--- src/rtl/alu_issue.sv ---
// -----------------------------------------------------------------------------
// alu_issue
//
// Issue/writeback stage sitting in front of an external 8-bit combinational ALU.
// Accepts one instruction at a time over a valid/ready handshake, reads its
// operands from a 4-entry register file, drives the ALU for a single EXEC
// cycle, captures the ALU result and offers it downstream on a second
// valid/ready handshake. The register file is written when that result is
// accepted. Only one instruction is ever in flight, so there are no hazards.
//
// Instruction word (DATA_W+8 bits, shown for DATA_W=8):
//   [15] ldi  [14:12] opcode  [11:10] rd  [9:8] rs1  [7:6] rs2  [7:0] imm
//
// Ports:
//   clk         rising-edge clock
//   rst         synchronous, active-high reset
//   in_valid    instruction offered by upstream
//   in_ready    stage can accept an instruction (0 while rst is high)
//   in_instr    instruction word
//   alu_a       ALU operand a (rf[rs1] in EXEC, else 0)
//   alu_b       ALU operand b (rf[rs2] in EXEC, else 0)
//   alu_opcode  ALU opcode (instruction opcode in EXEC, else 0)
//   alu_out     combinational ALU result
//   res_valid   result offered downstream
//   res_ready   downstream accepts the result
//   res_data    result value
//   res_rd      destination register of the result
//   res_zero    res_data == 0
// -----------------------------------------------------------------------------
module alu_issue #(
   parameter int unsigned DATA_W = 8
) (
   input  logic              clk,
   input  logic              rst,
   input  logic              in_valid,
   output logic              in_ready,
   input  logic [DATA_W+7:0] in_instr,
   output logic [DATA_W-1:0] alu_a,
   output logic [DATA_W-1:0] alu_b,
   output logic [2:0]        alu_opcode,
   input  logic [DATA_W-1:0] alu_out,
   output logic              res_valid,
   input  logic              res_ready,
   output logic [DATA_W-1:0] res_data,
   output logic [1:0]        res_rd,
   output logic              res_zero
);

   typedef enum logic [1:0] {
      StIdle,
      StExec,
      StWb
   } state_e;

   // Instruction field decode. Field positions are anchored to DATA_W so the
   // immediate always spans the low DATA_W bits.
   logic              instr_ldi;
   logic [2:0]        instr_opcode;
   logic [1:0]        instr_rd;
   logic [1:0]        instr_rs1;
   logic [1:0]        instr_rs2;
   logic [DATA_W-1:0] instr_imm;

   assign instr_ldi    = in_instr[DATA_W+7];
   assign instr_opcode = in_instr[DATA_W+6:DATA_W+4];
   assign instr_rd     = in_instr[DATA_W+3:DATA_W+2];
   assign instr_rs1    = in_instr[DATA_W+1:DATA_W];
   assign instr_rs2    = in_instr[DATA_W-1:DATA_W-2];
   assign instr_imm    = in_instr[DATA_W-1:0];

   state_e            state_q,  state_d;
   logic [2:0]        opcode_q, opcode_d;
   logic [1:0]        rd_q,     rd_d;
   logic [1:0]        rs1_q,    rs1_d;
   logic [1:0]        rs2_q,    rs2_d;
   logic [DATA_W-1:0] result_q, result_d;
   logic [DATA_W-1:0] rf_q [4];
   logic [DATA_W-1:0] rf_d [4];

   logic              in_fire;
   logic              res_fire;

   // ---------------------------------------------------------------------------
   // Handshakes
   // ---------------------------------------------------------------------------
   // in_ready is gated by rst so upstream never sees a transfer that reset
   // would immediately throw away.
   assign in_ready  = (state_q == StIdle) && !rst;
   assign in_fire   = in_valid && in_ready;
   assign res_valid = (state_q == StWb);
   assign res_fire  = res_valid && res_ready;

   // ---------------------------------------------------------------------------
   // Next-state logic
   // ---------------------------------------------------------------------------
   always_comb begin
      state_d  = state_q;
      opcode_d = opcode_q;
      rd_d     = rd_q;
      rs1_d    = rs1_q;
      rs2_d    = rs2_q;
      result_d = result_q;
      rf_d     = rf_q;

      unique case (state_q)
         StIdle: begin
            if (in_fire) begin
               opcode_d = instr_opcode;
               rd_d     = instr_rd;
               rs1_d    = instr_rs1;
               rs2_d    = instr_rs2;
               if (instr_ldi) begin
                  // Load-immediate bypasses the ALU entirely.
                  result_d = instr_imm;
                  state_d  = StWb;
               end else begin
                  state_d  = StExec;
               end
            end
         end

         StExec: begin
            result_d = alu_out;
            state_d  = StWb;
         end

         StWb: begin
            if (res_fire) begin
               rf_d[rd_q] = result_q;
               state_d    = StIdle;
            end
         end

         default: begin
            state_d = StIdle;
         end
      endcase
   end

   // ---------------------------------------------------------------------------
   // State registers (synchronous reset)
   // ---------------------------------------------------------------------------
   always_ff @(posedge clk) begin
      if (rst) begin
         state_q  <= StIdle;
         opcode_q <= '0;
         rd_q     <= '0;
         rs1_q    <= '0;
         rs2_q    <= '0;
         result_q <= '0;
         for (int i = 0; i < 4; i++) begin
            rf_q[i] <= '0;
         end
      end else begin
         state_q  <= state_d;
         opcode_q <= opcode_d;
         rd_q     <= rd_d;
         rs1_q    <= rs1_d;
         rs2_q    <= rs2_d;
         result_q <= result_d;
         rf_q     <= rf_d;
      end
   end

   // ---------------------------------------------------------------------------
   // Outputs
   // ---------------------------------------------------------------------------
   // The ALU is only driven during EXEC; opcode 7 ignores b but rf[rs2] is
   // still presented.
   assign alu_a      = (state_q == StExec) ? rf_q[rs1_q] : '0;
   assign alu_b      = (state_q == StExec) ? rf_q[rs2_q] : '0;
   assign alu_opcode = (state_q == StExec) ? opcode_q    : 3'd0;

   // The result registers only change on accept/EXEC, so these stay stable
   // for as long as WB is stalled.
   assign res_data = result_q;
   assign res_rd   = rd_q;
   assign res_zero = (result_q == '0);

endmodule

--- config.mk ---
export PLATFORM = sky130hd
export DESIGN_NAME = alu_issue
export DESIGN_NICKNAME = d
export VERILOG_FILES = /design/src/rtl/alu_issue.sv
export SDC_FILE = /design/constraint.sdc
export NUM_CORES = 1
export LEC_CHECK = 0
export BUFFER_PORTS_ARGS = -buffer_cell sky130_fd_sc_hd__buf_2
export CORE_UTILIZATION = 30
export CTS_BUF_LIST = sky130_fd_sc_hd__clkbuf_4 sky130_fd_sc_hd__clkbuf_8
export CTS_CLUSTER_DIAMETER = 100
export DETAILED_ROUTE_END_ITERATION = 12
export GPL_ROUTABILITY_DRIVEN = 0
export PLACE_DENSITY = 0.48
export SLEW_MARGIN = 20
export SYNTH_ARGS = -nofsm -noshare
export SYNTH_HDL_FRONTEND = slang
export SYNTH_SLANG_ARGS = --single-unit
--- constraint.sdc ---
create_clock -name clk -period 1.68 [get_ports clk]
set_input_delay 0.336 -clock clk [delete_from_list [all_inputs] [get_ports clk]]
set_output_delay 0.336 -clock clk [all_outputs]
set_load 0.01 [all_outputs]
# Yosys cells after proc, flatten, opt, wreduce, memory -nomap -nowiden
# Cells that the tools add are included.
# totals
ff_bits,51
in_bits,28
out_inout_bits,32
# op_classes
order_cmp,4
eq_ne,5
mux,19
n_bitwise,3
reduce_logical,12
# ops
op,n
$mux 8,9
$bmux 8 s2,2
$bwmux 32,1
$demux 8 s2,1
$pmux 8 s2,1
$ge 3x3->1 const B,3
$not 2->3,3
$logic_not 8->1,1
$mux 2,3
$pmux 2 s3,1
$reduce_and 2->1,3
$logic_and 1x1->1,4
$ne 2x2->1 const B,2
$lt 3x1->1 const B,1
$mux 3,1
$reduce_and 3->1,1
$eq 2x1->1 const B,1
$eq 2x2->1 const B,1
$logic_not 2->1,1
$ne 2x1->1 const B,1
$reduce_bool 2->1,1
$logic_not 1->1,1

# Depth between registers and ports, before layout
# Gate-level depths: netlist of run 1.
# depth
word_depth,6
ltp_mapped,5
mapped_depth_nobuf,3

# Worst setup path before layout of run 1
# OpenSTA, ideal clock, no wires.
# synth_path
kind,flip-flop to output port
from,reg rs1_q[0]
to,out alu_a[2]
arrival_time_ns,1.179
path_slack_ns,0.165
stages_incl_launch_ff,4
n_path_buf,1
cell_sequence,dfxtp_1 -> buf_2 -> mux4_2 -> nor2b_1
# synth_via
elab_chain_cells,5
# synth_lines
item,line_no,rtl
from (decl),74,"logic [1:0] rs1_q, rs1_d;"
from (signal assigned),158,rs1_q <= rs1_d;
$not 2->3 (implied by the code),170,assign alu_a = (state_q == StExec) ? rf_q[rs1_q] : '0;
$bmux 8 s2,170,
$mux 8 (implied by the code) (2 in a row),170,
$mux 8,170,
to (decl),38,"output logic [DATA_W-1:0] alu_a,"
# Every way passes these cells. The select of a mux whose other input is x is not followed.

# Final worst setup path of run 1
# Same ends and word-level chain as after synthesis.

==> results of run 1 <==
[layout by cell type, fill, tap and decap left out, drive strengths merged, types with 2 or more instances in the layout]
master and count:
buf 79, mux2i 32, o21a 7, clkbuf 6, nor2b 18, nor3b 2, o221a 7, nor2 4
and3 5, nand2 61, inv 4, or4 2, a21oi 11, dfxtp 51, nand3 2, mux4 16
clkinv 2
[final timing paths]
kind,from,end,slack [ps],cells after the start
setup / recovery,rs1_q[0],alu_a[2],-230,4
hold / removal,in_instr[15],state_q[0],250,2
setup reg to reg,state_q[0],res_data[6],160,4
hold reg to reg,opcode_q[2],opcode_q[2],460,2
[report_power, final]
part / internal [mW] / leakage, nW / switching (mW)
Sequential: 1.24 / 0.417 / 0.0310
Clock: 0.316 / 0.0488 / 0.425
Combinational: 0.164 / 0.955 / 0.167
[what timing repair did]
action,in CTS,in global routing
endpoints found under the setup margin,17,18
resized for setup,9,5
buffers inserted,4,0
hold buffers,0,0
[area by class of cell]
type / count / area [µm²]
flip-flops and latches: 51 / 1033
repair buffers: 79 / 493.0
clock buffers: 6 / 76.32
well taps: 105 / 131.4
clock inverters: 2 / 17.52
multi-input cells: 177 / 1418
fillers: 865 / 4991
inverters: 4 / 15.01
[cell families (layout without fill, tap and decap cells)]
logic type      Yosys count  after routing  synth area share (%)
mux                      48             48                 26.96
flops                    51             51                 40.44
buf+inv                  21             91                 3.865
simple gates            102            102                 20.66
compound gates           27             27                 8.077
[stage by stage]
stage	area [µm²]	worst slack, ps	setup TNS [ps]	utilization, %	instances
after floorplan	2525	165.5	0	-	249
after global placement	3027	67.36	0	37.02	412
after detailed placement	3027	59.19	0	37.02	412
after CTS	3166	-258.2	-3497	38.72	424
after global routing	3184	-280.5	-4035	38.95	424
final	3184	-231.7	-3066	38.95	424
[state kept, by name, summed over array words and instances, names as in the netlist]
name      cells
rf_q         32
res_data      8
rs2_q         2
opcode_q      3
state_q       2
rs1_q         2
res_rd        2
[worst reg2reg max path: cells and delay by family, from the launching register on]
kind	cells	cell delay [ps]
AOI/OAI and AO/OA	2	740
buffers and inverters	2	270
DFF	1	470
[metal layers]
metal | track usage (%) | part of all wire [%]
met2 | 22.75 | 45
met3 | 2.994 | 4.0
met1 | 19.95 | 50
met5 | 0 | 0
met4 | 4.231 | 1.3
==> impl_metrics.ini, run 1 <==
[status]
status = finished, violations left
violations = setup timing

[global_route]
grt_overflow = 0
grt_pass1_wl_um = 9729
grt_max_degree = 42
grt_pass1_vias = 1857
antenna_found_initial = 0
grtUsageTotal_pct = 14.48

[power]
total_power_mw = 2.346
peakVddDrop_mv = 0.3130
power.leakage_nw = 1.420
p_per_area_nw_per_um2 = 736.6

[yosys]
synth_nets = 277
yosysWarnings = 0
async_flop_share_pct = 0
synth-seq-cells = 51
netlist.area_leader.share_pct = 40.44
synth_area_leaders = dfxtp_1, mux4_2, mux2i_1, nand2_1, nor2b_1
yosysUniqueCellTypes = 29
synth_ff_type = dfxtp_1
netlist_top_cells_count = nand2_1, dfxtp_1, mux2i_1
synthCells = 249
synth.most_common_cell = nand2_1
synth-edff-count = 0
yosysSeqAreaShare_pct = 40.44
synth_top_area_cell = dfxtp_1
synth.cell_area_um2 = 2525
avgSynthCellArea_um2 = 10.14

[setup_path]
crit_family = multiplexers
path_cells = buf_12 > mux4_2 > nor2b_1 > buf_2
crit_arrival_ps = 1580
cpPeakStageDelay_ps = 490
cp.required_ps = 1340
worstSetupPathType = register to output pin
critPathCaptureType = output pin
start_kind = register
cpMaxStageDelayCell = mux4_2
worstPathBufferInverterCount = 2
cp_max_fo = 8

[detailed_routing]
dr_total_vias = 2036
drc = 0
drt-total-wl_um = 6126
final_antenna_net_count = 0
viasPerCell = 4.802
dr.pass1.iters = 4
drtIter0Drc = 35
drt-wirelength-per-cell_um = 14.45

[clocking]
clk_pin_slew_worst_paths_ps = 90
insertion_delay_ps = 310
clkSinkCount = 51
h-tree-depth = 2
cts.path.max_buffers = 2
root_buffer = clkbuf_8
cts_tree = built
cts_made_buffers = 5

[sta]
slew_viol_final = 0
hold_viol = 0
period_minus_slack_ps = 1912
fin_crit_sh_pct = 113.8
setup_ws_ps = -231.7
hold_ws_ps = 249.3
relSlewSlack_pct = 62.22
grt_setup_unrepaired = true
clock_skew_ps = 8.309
fmax_mhz = 523.1
setup_viol = 17
tightest_slew_ps = 566.7

[floorplanning]
start_util_pct = 30.88
die_area_um2 = 8787
die_w_um = 93.74
core_um2 = 8175
rows = 33
dieHeight_um = 93.74
io_pins = 60

[placement]
io_buffers = 59
place_hpwl_um = 4553

[final_layout]
synthToLayoutAreaGrowth_pct = 26.11
diodes = 0
fin_nets = 346
layout-drive-gt1-share_pct = 36.68

[hold_path]
hold_path.class = input port to register

[run]
drv_cap = 0
Power figures use the tool's default switching activity.
==> inputs of run 2 (changes only) <==
==> constraint.sdc (replaced) <==
create_clock -name clk -period 2.1 [get_ports clk]
set_input_delay 0.42 -clock clk [delete_from_list [all_inputs] [get_ports clk]]
set_output_delay 0.42 -clock clk [all_outputs]
set_load 0.01 [all_outputs]
==> impl_metrics.ini, run 2 (synthesis gave the netlist of run 1 again) <==
[setup_path]
r2r_setup_slack_ps = 410
crit_arrival_ps = 1630
cpMaxStageDelayCell = mux4_2
cp_max_fo = 4
worstPathBufferInverterCount = 2
worstSetupPathType = register to output pin
startpoint = rs1_q[0]
r2r_end = rf_q[17]
path_cells = buf_4 > mux4_2 > nor2b_1 > buf_2
cpPeakStageDelay_ps = 520
critPathCaptureType = output pin
cp.required_ps = 1680
start_kind = register
r2r-start = state_q[1]
rr_worst_depth = 4
crit_family = multiplexers

[final_layout]
diodes = 0
layout-drive-gt1-share_pct = 32.91
largest_reg_flops = 32
layout_common_cells = nand2_1, buf_2, dfxtp_1
fillers = 833
largest-register = rf_q
post-route-util_pct = 38.26
seqCellArea_um2 = 1026
layout.cells.non_filler = 418
fin_nets = 340
final_common_cell = nand2_1
synthToLayoutAreaGrowth_pct = 23.89
multi_input_area_um2 = 1406

[detailed_routing]
met1Wirelength_um = 3129
final_antenna_net_count = 0
dr_total_vias = 1980
wl_met2_um = 2715
drtIter0Drc = 84
drc = 0
viasPerCell = 4.737
drt-total-wl_um = 6129
maxUsedRoutingLayer = met4
dr.pass1.iters = 4
wl_met3_um = 215
drt-wirelength-per-cell_um = 14.66

[sta]
fin_crit_sh_pct = 97.56
slew_viol_final = 0
fmax_mhz = 488.1
setup_viol = 0
hold_viol = 0
clock_skew_ps = 3.891
relSlewSlack_pct = 62.20
tightest_slew_ps = 565.7
period_minus_slack_ps = 2049
fin_setup_tns_ps = 0
setup_ws_ps = 51.19

[clocking]
cts_tree = built
clkSinkCount = 51
clk_pin_slew_worst_paths_ps = 90
insertion_delay_ps = 300
cts.path.max_buffers = 2
root_buffer = clkbuf_8
h-tree-depth = 2
cts_made_buffers = 5

[power]
total_power_mw = 2.073
switching_share_pct = 23.20
power_frac_comb_pct = 11.4
power_frac_seq_pct = 49.2
p_int_mw = 1.592
peakVddDrop_mv = 0.2801
power_switching_mw = 0.4812
power.leakage_nw = 1.402
pwr-share-clk_pct = 39.3
p_per_area_nw_per_um2 = 662.9

[global_route]
grtUsageTotal_pct = 14.63
grt_pass1_vias = 1855
grt_pass1_wl_um = 9804
grt_max_degree = 42
antenna_found_initial = 0
grt_overflow = 0

[floorplanning]
start_util_pct = 30.88
io_pins = 60
dieHeight_um = 93.74
die_area_um2 = 8787
core_um2 = 8175
die_w_um = 93.74
rows = 33

[hold_path]
whs_path_depth = 2
hp-start = in_instr[15]
hold_path.class = input port to register
worstHoldEndpoint = state_q[0]

[run]
drv_cap = 0

[placement]
place_ws_ps = 260.5
io_buffers = 59
place_hpwl_um = 4498
place_inst = 408

[status]
status = completed
==> run 2: power by group through the flow <==
stage | Clock [mW] | Combinational, mW | Sequential, mW
finish | 0.815 | 0.237 | 1.02
global route | 0.879 | 0.261 | 1.03
CTS | 0.835 | 0.237 | 1.02
detailed placement | 0 | 0.236 | 1.05
global placement | 0 | 0.235 | 1.05
floorplan | 0 | 0.141 | 1.04
==> run 2: worst register-to-register path: stages (launching register included) <==
cell and delay, ps:
dfxtp_1 540, buf_4 210, nor2b_1 200, nand2_1 380, mux2i_1 230
==> run 2: final cells by class <==
class                   instances  area share (%)
clock buffers                   6           2.440
clock inverters                 2           1.920
inverters                       4          0.4800
multi-input cells             177           44.96
flip-flops and latches         51           32.80
well taps                     105           4.200
repair buffers                 73           13.20
==> run 2: routing by layer <==
layer	up-vias	track usage, %
met1	916	20.60
met5	-	0
met2	53	22.63
li1	1005	-
met3	6	2.994
met4	0	3.846
==> run 2: through the flow <==
| stage | hold slack, ps | cell area [µm²] |
|---|---|---|
| after floorplan | 431.9 | 2525 |
| after global placement | 438.3 | 2972 |
| after detailed placement | 448.5 | 2972 |
| after CTS | 322.8 | 3110 |
| after global routing | 327.9 | 3128 |
| final | 336.1 | 3128 |
==> run 2: how the worst max path moves through the flow <==
stage,end,slack [ps],cells after the start
2_1_floorplan,alu_a[2],500,3
3_3_place_gp,alu_a[6],270,4
3_5_place_dp,alu_a[6],260,4
4_1_cts,alu_a[6],8,4
5_1_grt,alu_a[6],-3,4
6_report,alu_a[6],50,4
==> run 2: what timing repair did <==
item | in CTS | in global routing
buffers inserted | 0 | 2
hold buffers | 0 | 0
endpoints found under the hold margin | 0 | 0
resized for setup | 2 | 1
endpoints found under the setup margin | 7 | 5
==> inputs of run 3 (changes only) <==
==> constraint.sdc (replaced) <==
create_clock -name clk -period 2.25 [get_ports clk]
set_input_delay 0.45 -clock clk [delete_from_list [all_inputs] [get_ports clk]]
set_output_delay 0.45 -clock clk [all_outputs]
set_load 0.01 [all_outputs]
==> impl_metrics.ini, run 3 (synthesis gave the netlist of run 1 again) <==
[status]
status = completed

[sta]
relSlewSlack_pct = 53.83
clock_skew_ps = 6.284
setup_viol = 0
hold_viol = 0
fin_setup_tns_ps = 0
hold_ws_ps = 363.8
fmax_mhz = 471.6
tightest_slew_ps = 692.6
period_minus_slack_ps = 2121
slew_viol_final = 0
fin_crit_sh_pct = 94.25
grt_setup_unrepaired = false

[detailed_routing]
drt-wirelength-per-cell_um = 14.83
viasPerCell = 4.911
dr.pass1.iters = 4
drtIter0Drc = 54
dr_total_vias = 2033
final_antenna_net_count = 0
drt-total-wl_um = 6140
drc = 0

[final_layout]
layout.cells.non_filler = 414
diodes = 0
fin_nets = 336
largest_reg_flops = 32
largest-register = rf_q
layout_common_cells = nand2_1, buf_2, dfxtp_1
fin_area_um2 = 3077
layout-drive-gt1-share_pct = 32.04
final_common_cell = nand2_1
synthToLayoutAreaGrowth_pct = 21.85

[clocking]
cts-resized-gates = 0
h-tree-depth = 2
clkSinkCount = 51
cts.path.max_buffers = 2
cts_tree = built
insertion_delay_ps = 300
root_buffer = clkbuf_8
clk_pin_slew_worst_paths_ps = 90
cts_hold_buf = 0
post_cts.repair.setup_buffers = 0
cts_made_buffers = 5

[setup_path]
crit_arrival_ps = 1670
cp_max_fo = 5
critPathCaptureType = output pin
start_kind = register
cp.required_ps = 1800
worstSetupPathType = register to output pin

[floorplanning]
start_util_pct = 30.88
die_area_um2 = 8787
rows = 33
core_um2 = 8175
io_pins = 60
die_w_um = 93.74
dieHeight_um = 93.74

[placement]
postPlaceCellArea_um2 = 2957
place_hpwl_um = 4469
place_inst = 406
io_buffers = 59

[global_route]
grt_overflow = 0
grt_max_degree = 42
grt_pass1_wl_um = 9618
grtUsageTotal_pct = 14.33
antenna_found_initial = 0
grt_pass1_vias = 1886

[run]
drv_cap = 0

[power]
p_per_area_nw_per_um2 = 593.2
power.leakage_nw = 1.374
peakVddDrop_mv = 0.2303

[hold_path]
hold_path.class = input port to register
run 3: cell type report:
class / instances / area (µm²)
Clock buffer: 6 / 82.58
Clock inverter: 2 / 35.03
Fill cell: 870 / 5099
Inverter: 4 / 15.01
Multi-Input combinational cell: 177 / 1406
Sequential cell: 51 / 1023
Tap cell: 105 / 131.4
Timing Repair Buffer: 69 / 382.9
run 3: routing by layer:
metal	part of all wire [%]	vias to the layer above	global-route usage [%]
met5	0	-	0
met4	2.0	0	5.256
met3	6.9	10	3.236
met2	45	77	21.84
met1	46	941	19.69
li1	-	1005	-
run 3: worst paths after layout:
| check | start | end | slack, ps | cells after the start |
|---|---|---|---|---|
| min reg2reg | opcode_q[2] | opcode_q[2] | 460 | 2 |
| min | in_instr[15] | state_q[0] | 360 | 2 |
| max | rs2_q[0] | alu_b[6] | 130 | 4 |
| max reg2reg | state_q[0] | rs2_q[0] | 670 | 4 |
run 3: critical path, cell delays in order, from the launching register on:
cell,delay (ps)
dfxtp_2,390
buf_4,160
mux4_2,510
nor2b_1,140
buf_2,170
run 3: metrics by stage:
step                      power [mW]  worst slack (ps)  utilization, %
after global routing           1.922             59.83           37.63
after floorplan                1.101             621.5               -
after detailed placement       1.192             363.6           36.16
after global placement         1.193             407.8           36.16
after CTS                      1.856             18.08           37.60
final                          1.825             129.5           37.63
run 3: report_power, final:
group	leakage (nW)	total (mW)	switching, mW	internal (mW)
Clock	0.0612	0.656	0.296	0.360
Sequential	0.414	0.950	0.0238	0.926
Combinational	0.898	0.218	0.118	0.100
Total	1.37	1.82	0.439	1.39
